## config.mk

```make
export PLATFORM = sky130hd
export DESIGN_NAME = mem_scheduler
export DESIGN_NICKNAME = d
export VERILOG_FILES = /design/src/rtl/mem_sched_pkg.sv /design/src/rtl/mem_scheduler.sv
export SDC_FILE = /design/constraint.sdc
export NUM_CORES = 1
export LEC_CHECK = 0
export ABC_CLOCK_PERIOD_IN_PS = 4350
export CAP_MARGIN = 40
export CORE_MARGIN = 2
export CORE_UTILIZATION = 35
export CTS_CLUSTER_SIZE = 8
export DETAILED_ROUTE_END_ITERATION = 16
export GPL_TIMING_DRIVEN = 0
export PLACE_DENSITY = 0.86
export SLEW_MARGIN = 20
export SYNTH_ARGS = -nofsm -noshare
export SYNTH_HDL_FRONTEND = slang
export SYNTH_SLANG_ARGS = --single-unit
```

## constraint.sdc

```tcl
create_clock -name clock -period 4.35 [get_ports clock]
set_input_delay 1.0875 -clock clock [delete_from_list [all_inputs] [get_ports clock]]
set_output_delay 1.0875 -clock clock [all_outputs]
set_load 0.005 [all_outputs]
```

## src/rtl/mem_sched_pkg.sv

```systemverilog
// Shared definitions for the time-sliced RAM scheduler: slot encodings and
// default RAM geometry.
package mem_sched_pkg;

  // One RAM access slot per clock, four clocks per CPU cycle
  typedef enum logic [1:0] {
    SLOT_CPU_RD = 2'd0,
    SLOT_CPU_WR = 2'd1,
    SLOT_VID    = 2'd2,
    SLOT_HOST   = 2'd3
  } slot_e;

  localparam int ADDR_W_DEF = 15;
  localparam int DATA_W_DEF = 8;

endpackage

```

## src/rtl/mem_scheduler.sv

```systemverilog
// Round-robin RAM scheduler: a fixed four-slot round shares one synchronous
// RAM between CPU read, CPU write, video fetch and a host port.
module mem_scheduler
  import mem_sched_pkg::*;
#(
  parameter int ADDR_W = ADDR_W_DEF,
  parameter int DATA_W = DATA_W_DEF
) (
  input  logic              clock,
  input  logic              reset,
  output logic              cpu_ce,
  input  logic [ADDR_W-1:0] cpu_raddr,
  output logic [DATA_W-1:0] cpu_rdata,
  input  logic [ADDR_W-1:0] cpu_waddr,
  input  logic [DATA_W-1:0] cpu_wdata,
  input  logic              cpu_we,
  input  logic              vid_req,
  input  logic [ADDR_W-1:0] vid_addr,
  output logic              vid_ack,
  output logic [DATA_W-1:0] vid_data,
  input  logic              host_valid,
  input  logic              host_we,
  input  logic [ADDR_W-1:0] host_addr,
  input  logic [DATA_W-1:0] host_wdata,
  output logic              host_ready,
  output logic              host_rvalid,
  output logic [DATA_W-1:0] host_rdata,
  output logic [ADDR_W-1:0] mem_addr,
  output logic [DATA_W-1:0] mem_wdata,
  output logic              mem_we,
  input  logic [DATA_W-1:0] mem_rdata
);

  slot_e slot;
  slot_e slot_next;
  logic  vid_pending;
  logic  host_pending;

  // Slot counter state register; reset always restarts the round at the CPU read slot
  always_ff @(posedge clock) begin
    if (reset) begin
      slot <= SLOT_CPU_RD;
    end else begin
      slot <= slot_next;
    end
  end

  // Next slot plus the RAM port mux; every strobe is forced low while reset is held
  always_comb begin
    slot_next  = SLOT_CPU_RD;
    mem_addr   = '0;
    mem_wdata  = '0;
    mem_we     = 1'b0;
    cpu_ce     = 1'b0;
    host_ready = 1'b0;
    case (slot)
      SLOT_CPU_RD: begin
        slot_next = SLOT_CPU_WR;
        mem_addr  = cpu_raddr;
      end
      SLOT_CPU_WR: begin
        slot_next = SLOT_VID;
        mem_addr  = cpu_waddr;
        mem_wdata = cpu_wdata;
        mem_we    = cpu_we;
      end
      SLOT_VID: begin
        slot_next = SLOT_HOST;
        mem_addr  = vid_addr;
      end
      SLOT_HOST: begin
        slot_next = SLOT_CPU_RD;
        cpu_ce    = 1'b1;
        if (host_valid) begin
          mem_addr   = host_addr;
          mem_wdata  = host_wdata;
          mem_we     = host_we;
          host_ready = 1'b1;
        end
      end
      default: slot_next = SLOT_CPU_RD;
    endcase
    if (reset) begin
      mem_addr   = '0;
      mem_wdata  = '0;
      mem_we     = 1'b0;
      cpu_ce     = 1'b0;
      host_ready = 1'b0;
    end
  end

  // Capture RAM read data one slot after each address was presented and raise response pulses
  always_ff @(posedge clock) begin
    if (reset) begin
      cpu_rdata    <= '0;
      vid_data     <= '0;
      vid_ack      <= 1'b0;
      vid_pending  <= 1'b0;
      host_rdata   <= '0;
      host_rvalid  <= 1'b0;
      host_pending <= 1'b0;
    end else begin
      vid_ack     <= 1'b0;
      host_rvalid <= 1'b0;
      case (slot)
        SLOT_CPU_RD: begin
          if (host_pending) begin
            host_rdata   <= mem_rdata;
            host_rvalid  <= 1'b1;
            host_pending <= 1'b0;
          end
        end
        SLOT_CPU_WR: begin
          cpu_rdata <= mem_rdata;
        end
        SLOT_VID: begin
          vid_pending <= vid_req;
        end
        SLOT_HOST: begin
          if (vid_pending) begin
            vid_data <= mem_rdata;
            vid_ack  <= 1'b1;
          end
          vid_pending <= 1'b0;
          if (host_valid && !host_we) begin
            host_pending <= 1'b1;
          end
        end
        default: ;
      endcase
    end
  end

endmodule

```

==> results.txt <==
Global routing used 23.8% of the available tracks. Summing the areas of all and, or, nand and nor instances in the mapped netlist gives 18.7% of the synthesized area. The residual antenna-violating net count after detailed routing was 0; the measured slew at the worst slew-check pin was 0.533 ns. The root buffer cell chosen for the clock tree is sky130_fd_sc_hd__clkbuf_8.

The run gives 5 as the number of buffers created by CTS. The worst hold path begins at host_rdata[2]$_SDFFE_PP0P_. The number of cells on the worst reg-to-reg path is 7. The final setup skew was 0.00499 ns. After detailed routing, the average wire length per cell comes to 15.1 µm.

Setup repair after global routing left no endpoint under its margin. Across the VDD grid, the largest voltage drop is 202 µV. The worst hold-check slack is 0.454 ns. Along the worst path, the maximum fanout reaches 10. For the initial antenna violation count, the log shows 0. Total of cells resized after clock tree synthesis: 0.

After detailed routing, the total wire length is 6510 µm. Counting tap cells, the placed design contains a total of 423 instances. The first global-routing pass estimated 10200 µm of wire. For this run, the post-layout net count is 457. The worst setup path is captured at a primary output.

Based on the critical path, the design can be clocked at up to 0.256 GHz. Counting every net in the synthesized netlist gives 310. The worst path meets setup with 0.450 ns of slack. The power per cell area was 335 nW/µm²; the minimum clock period was 3.90 ns.

Cells with a size suffix above 1 make up 8.79% of the layout. The floorplan step set the die width to 74.1 µm. Setup violations remaining at the end of the flow were counted as 0. The number of global-route vias before repair is 2121. Summed over all instances, the cell type with the most area after synthesis is sky130_fd_sc_hd__dfxtp_1. The number of different library cells used by synthesis comes to 22. The run gives 91 as the violation count after the first detailed-route iteration. Once the floorplan was initialized, standard cells occupied 36.5% of the core. For the gate count after technology mapping, the log shows 216. Once layout is done, the placed cells without fillers occupy 3300 µm². Of the post-synthesis cell area, the part taken by muxes is 5.23%. Total power: 1.10 mW.

At the end of the flow the core is filled with cells to 69.8%. The logs give 2.81 ns for the data arrival time of the critical path and 3.26 ns for the data required time of the critical path. Yosys attributes the largest share of cell area to sky130_fd_sc_hd__dfxtp_1 35%, sky130_fd_sc_hd__a221oi_1 10%, sky130_fd_sc_hd__a221oi_2 8.7%. Sequential cells were found to cover 34.9% of the synthesized design area. The synthesized area divided by synthesized cell count came out at 7.97 µm². The worst register-to-register path begins at slot[0]$_SDFF_PP0_. The clock latency at the later pin of the worst-skew pair was 0.28 ns; the vertical die dimension was 74.1 µm. The routed via count was 2171; the hold violation count in the final report was 0. Setup slack on the worst reg-to-reg path comes out at 2.85 ns. The kind of critical path was input pin to primary output. Entering global routing, the biggest net connects 11 pins.

At the end of routability-driven placement, the weighted congestion stood at 0.878. Detailed placement ended at an HPWL of 5060 µm. The tools report the global route total overflow as 0. The run finished with clean final reports.

The number of search-and-repair iterations in the first detailed-routing pass was 4; the leakage component of the power was 1.21 nW. The number of post-CTS setup repair buffers is 0, and the CTS sink count is 30. The floorplan step defined a die boundary enclosing 5500 µm².

The tools report the count of non-filler cells in the finished layout as 431. After layout, the worst path uses 89.6% of the clock period. After synthesis, the largest family of logic cells by area is compound AO/OA/AOI/OAI gates. The share of synthesized area in the top cell type comes to 34.9%.

The Yosys step of the flow raised 0 warnings. The floorplan has 25 rows. The tool flagged a number of max-cap violations equal to 0. The relative slew slack is 64.4%, and the number of filler cells placed in the layout is 384. In this run the count of I/O pins placed on the die edge is 142. Number of vias per cell: 5.04.

The maximum clock insertion buffer count is 2, and the number of hold buffers added after CTS is 0. The relative area change from synthesis to final layout was 91.6%; the post-synthesis adder-cell area fraction was 2.91%. Summing the areas of all compound-gate instances in the mapped netlist gives 28.1% of the synthesized area.

Number of buffer cells added on primary ports: 140. For hold timing, the worst endpoint is host_rdata[2]$_SDFFE_PP0P_. The parity-gate share of the synthesized area counting xor and xnor cells works out to 0%.

In this run the critical register-to-register path is captured at host_rdata[4]$_SDFFE_PP0P_. Synthesis inferred 30 register bits. The run gives 1720 µm² as the synthesized cell area.

The startpoint kind of the worst setup timing path is an input pin. The run gives 3210 µm² as the total cell area at the placement stage. The final sum of negative setup slack came out at 0 ns. Max-slew violation count: 0. Along the worst hold path, the cell count comes to 2. TritonCTS built the clock tree. The logs give 2 for the number of H-tree levels and 0.447 ns for the worst setup timing slack at the placement stage. The class of the most critical hold timing path is register to register.

The clock-pin slew reported for the worst setup and hold paths after clock tree synthesis was 0.06 ns; the post-route DRC violation count was 0. The tools report the antenna cell count as 0. Placeable core area: 4720 µm².
cell families (layout without fill, tap and decap cells):
| kind of cell | Yosys count | in the layout |
|---|---|---|
| DFF | 30 | 30 |
| and+or+nand+nor | 76 | 76 |
| muxes | 9 | 9 |
| adders and majority gates | 4 | 4 |
| AOI/OAI and AO/OA | 57 | 57 |
| buffers and inverters | 40 | 188 |
worst max path at each step:
stage,start,end,slack (ns)
6_report,host_valid,mem_addr[9],0.45
5_1_grt,host_valid,mem_addr[8],0.38
4_1_cts,host_valid,mem_addr[9],0.45
3_5_place_dp,host_valid,mem_addr[9],0.45
3_3_place_gp,host_valid,mem_addr[8],0.46
2_1_floorplan,host_valid,mem_addr[10],1.52
critical path, cell delays in order:
cell	delay, ns
sky130_fd_sc_hd__clkdlybuf4s50_1	0.45
sky130_fd_sc_hd__and2_1	0.11
sky130_fd_sc_hd__buf_4	0.15
sky130_fd_sc_hd__buf_6	0.15
sky130_fd_sc_hd__nand2_1	0.07
sky130_fd_sc_hd__a221oi_2	0.24
sky130_fd_sc_hd__clkdlybuf4s50_1	0.55
cell usage in the layout (no fill, tap or decap), drive strengths merged:
cell,netlist,layout
a21oi,17,17
nor2,21,21
a22oi,9,9
clkbuf,6,13
buf,16,16
inv,18,18
clkinv,0,1
dfxtp,30,30
nand3,16,16
clkdlybuf4s50,0,140
mux2i,9,9
a221oi,30,30
nand2b,1,1
nor2b,3,3
nor3,1,1
o21ai,1,1
nand2,33,33
ha,4,4
and2,1,1
report_power, final:
| group | internal (mW) | switching, mW |
|---|---|---|
| registers | 0.296 | 0.0121 |
| logic | 0.309 | 0.261 |
| clock network | 0.127 | 0.0992 |
| total | 0.733 | 0.372 |
cell type report:
| cell class | count | area, µm² | share of cell area, % |
|---|---|---|---|
| repair buffers | 140 | 1400 | 42.5 |
| multi-input cells | 146 | 945 | 28.6 |
| flip-flops and latches | 30 | 601 | 18.2 |
| plain buffers | 22 | 109 | 3.30 |
| clock buffers | 7 | 86.3 | 2.62 |
| well taps | 67 | 83.8 | 2.54 |
| inverters | 18 | 67.6 | 2.05 |
| clock inverters | 1 | 5.00 | 0.152 |
flip-flops by register name, indices dropped and copies added, names as in the netlist:
register,cells
vid_ack,1
vid_pending,1
cpu_rdata,8
vid_data,8
host_pending,1
host_rvalid,1
slot,2
host_rdata,8
layer usage:
metal | vias to the layer above | track usage (%) | wire length (µm)
li1 | 1059 | - | -
met4 | 0 | 7.07 | 123
met2 | 98 | 41.5 | 3230
met3 | 11 | 5.56 | 493
met5 | - | 0 | 0
met1 | 1003 | 29.2 | 2660
cells in the mapped netlist, drive strengths merged:
master	number
a22oi	9
nor2b	3
a221oi	30
buf	16
ha	4
nand2b	1
nor2	21
nand3	16
nand2	33
mux2i	9
inv	18
clkbuf	6
a21oi	17
nor3	1
dfxtp	30
o21ai	1
and2	1
No activity file was read; power rests on OpenSTA's default activity.
==> variant: new RTL, same flow settings <==
`ADDR_W_DEF`: 15 -> 16.
--- a/src/rtl/mem_sched_pkg.sv
+++ b/src/rtl/mem_sched_pkg.sv
@@ -10,7 +10,7 @@
     SLOT_HOST   = 2'd3
   } slot_e;
 
-  localparam int ADDR_W_DEF = 15;
+  localparam int ADDR_W_DEF = 16;
   localparam int DATA_W_DEF = 8;
 
 endpackage
Interface: changed (5 resized); port bits go from 142 to 147. No check against the original RTL was run, so the function may have changed too.
==> variant against the original RTL <==
- area after synthesis rose by 1.5%
- combinational power grew 4.0%
- worst setup slack worse by 0.045 ns
- total power up 1.9%
- final area increased by 2.3%
- critical path depth is the same
- routed wire length up 7.8%
- sequential cell count unchanged
- largest cell class unchanged
==> variant: results (changes against the original RTL) <==
| Metric | Value |
|---|---|
| Met3 Use GR | `0.06693 (+0.01138)` |
| Multi-input logic area | `963.4 um^2 (+2.0%)` |
| Status | `finished, final reports clean` |
| WHS Endpoint | `host_rdata[3]` |
| Pre-CTS setup slack | `0.3941 ns (-0.05336 ns)` |
| Leakage | `0.001243 uW (+2.5%)` |
| Inverters | `19 (+1)` |
| Tot GR Track Use | `0.2494 (+0.01155)` |
| Gpl congestion | `0.8690 (-0.98%)` |
| Drt first-iter violations | `49 (-46%)` |
| Max_slew headroom | `0.5529 (-0.09154)` |
| Multi-input comb cells | `149 (+2.1%)` |
| R2R setup slack | `2.81 ns (-0.04 ns)` |
| Peak VDD IR | `0.2072 mV (+2.7%)` |
| First-pass GRT wire length | `10680 um (+5.0%)` |
| Synth Net Count | `319 (+2.9%)` |
| Switching power | `381.3 uW (+2.6%)` |
| Synth area leaders | `dfxtp_1 (34%), a221oi_1 (11%), a221oi_2 (8.6%)` |
| Hold wc startpoint | `host_rdata[3]` |
| CP max stage delay | `0.58 ns (+0.03 ns)` |
| Seq/Total Area, Yosys | `0.3436 (-0.005244)` |
| Design area | `3374 um^2 (+2.3%)` |
| Met2 WL post-DR | `3471 um (+7.6%)` |
| Arrival time worst endpoint | `2.86 ns (+0.05 ns)` |
| Seq_cells | `30 (unchanged)` |
| Met1 Usage GRT | `0.2845 (-0.006996)` |
| Layout cell share with drive strength beyond 1 | `0.08289 (-0.005024)` |
| Seq pwr | `309 uW (about the same)` |
| Library cells used by synthesis | `21 (-4.5%)` |
| Vias post-DR | `2222 (+2.3%)` |
| NonClk Buf Share | `0.4635 (+0.005587)` |
| Hpwl dp | `5562 um (+9.8%)` |
| PortBufs | `145 (+3.6%)` |
| Non-clk bufs | `168 (+3.7%)` |
| Fraction of area in registers | `0.1780 (-0.004119)` |
| Cell Area, Placed | `3283 um^2 (+2.4%)` |
| RR Endpoint | `host_rdata[6]` |
| Met3 routed WL | `578 um (+17%)` |
-- variant: through the flow --
stage                     hold slack, ns  total power [uW]  std cells
after floorplan                   0.4527             616.8        221
after detailed placement          0.4485             906.1        433
after global placement            0.4444             891.5        433
after global routing              0.4743              1195        441
after CTS                         0.4562              1129        441
final                             0.4568              1125        441
-- variant: worst max path at each step --
stage / start / end / slack [ns]
after detailed placement: host_valid / mem_addr[14] / 0.39
after floorplan: host_valid / mem_addr[10] / 1.51
after global placement: host_valid / mem_addr[14] / 0.44
after global routing: host_valid / mem_addr[13] / 0.34
after CTS: host_valid / mem_addr[14] / 0.39
final: host_valid / mem_addr[14] / 0.41
-- variant: cells by family (layout without fill, tap and decap cells) --
family,after synthesis,in the layout,share of synthesized area
multiplexers,9,9,0.05154
adder cells (fa/ha/maj),4,4,0.02863
flip-flops,30,30,0.3436
AND/OR/NAND/NOR,77,77,0.1847
AO/OA/AOI/OAI,59,59,0.2863
buffers and inverters,42,195,0.1052
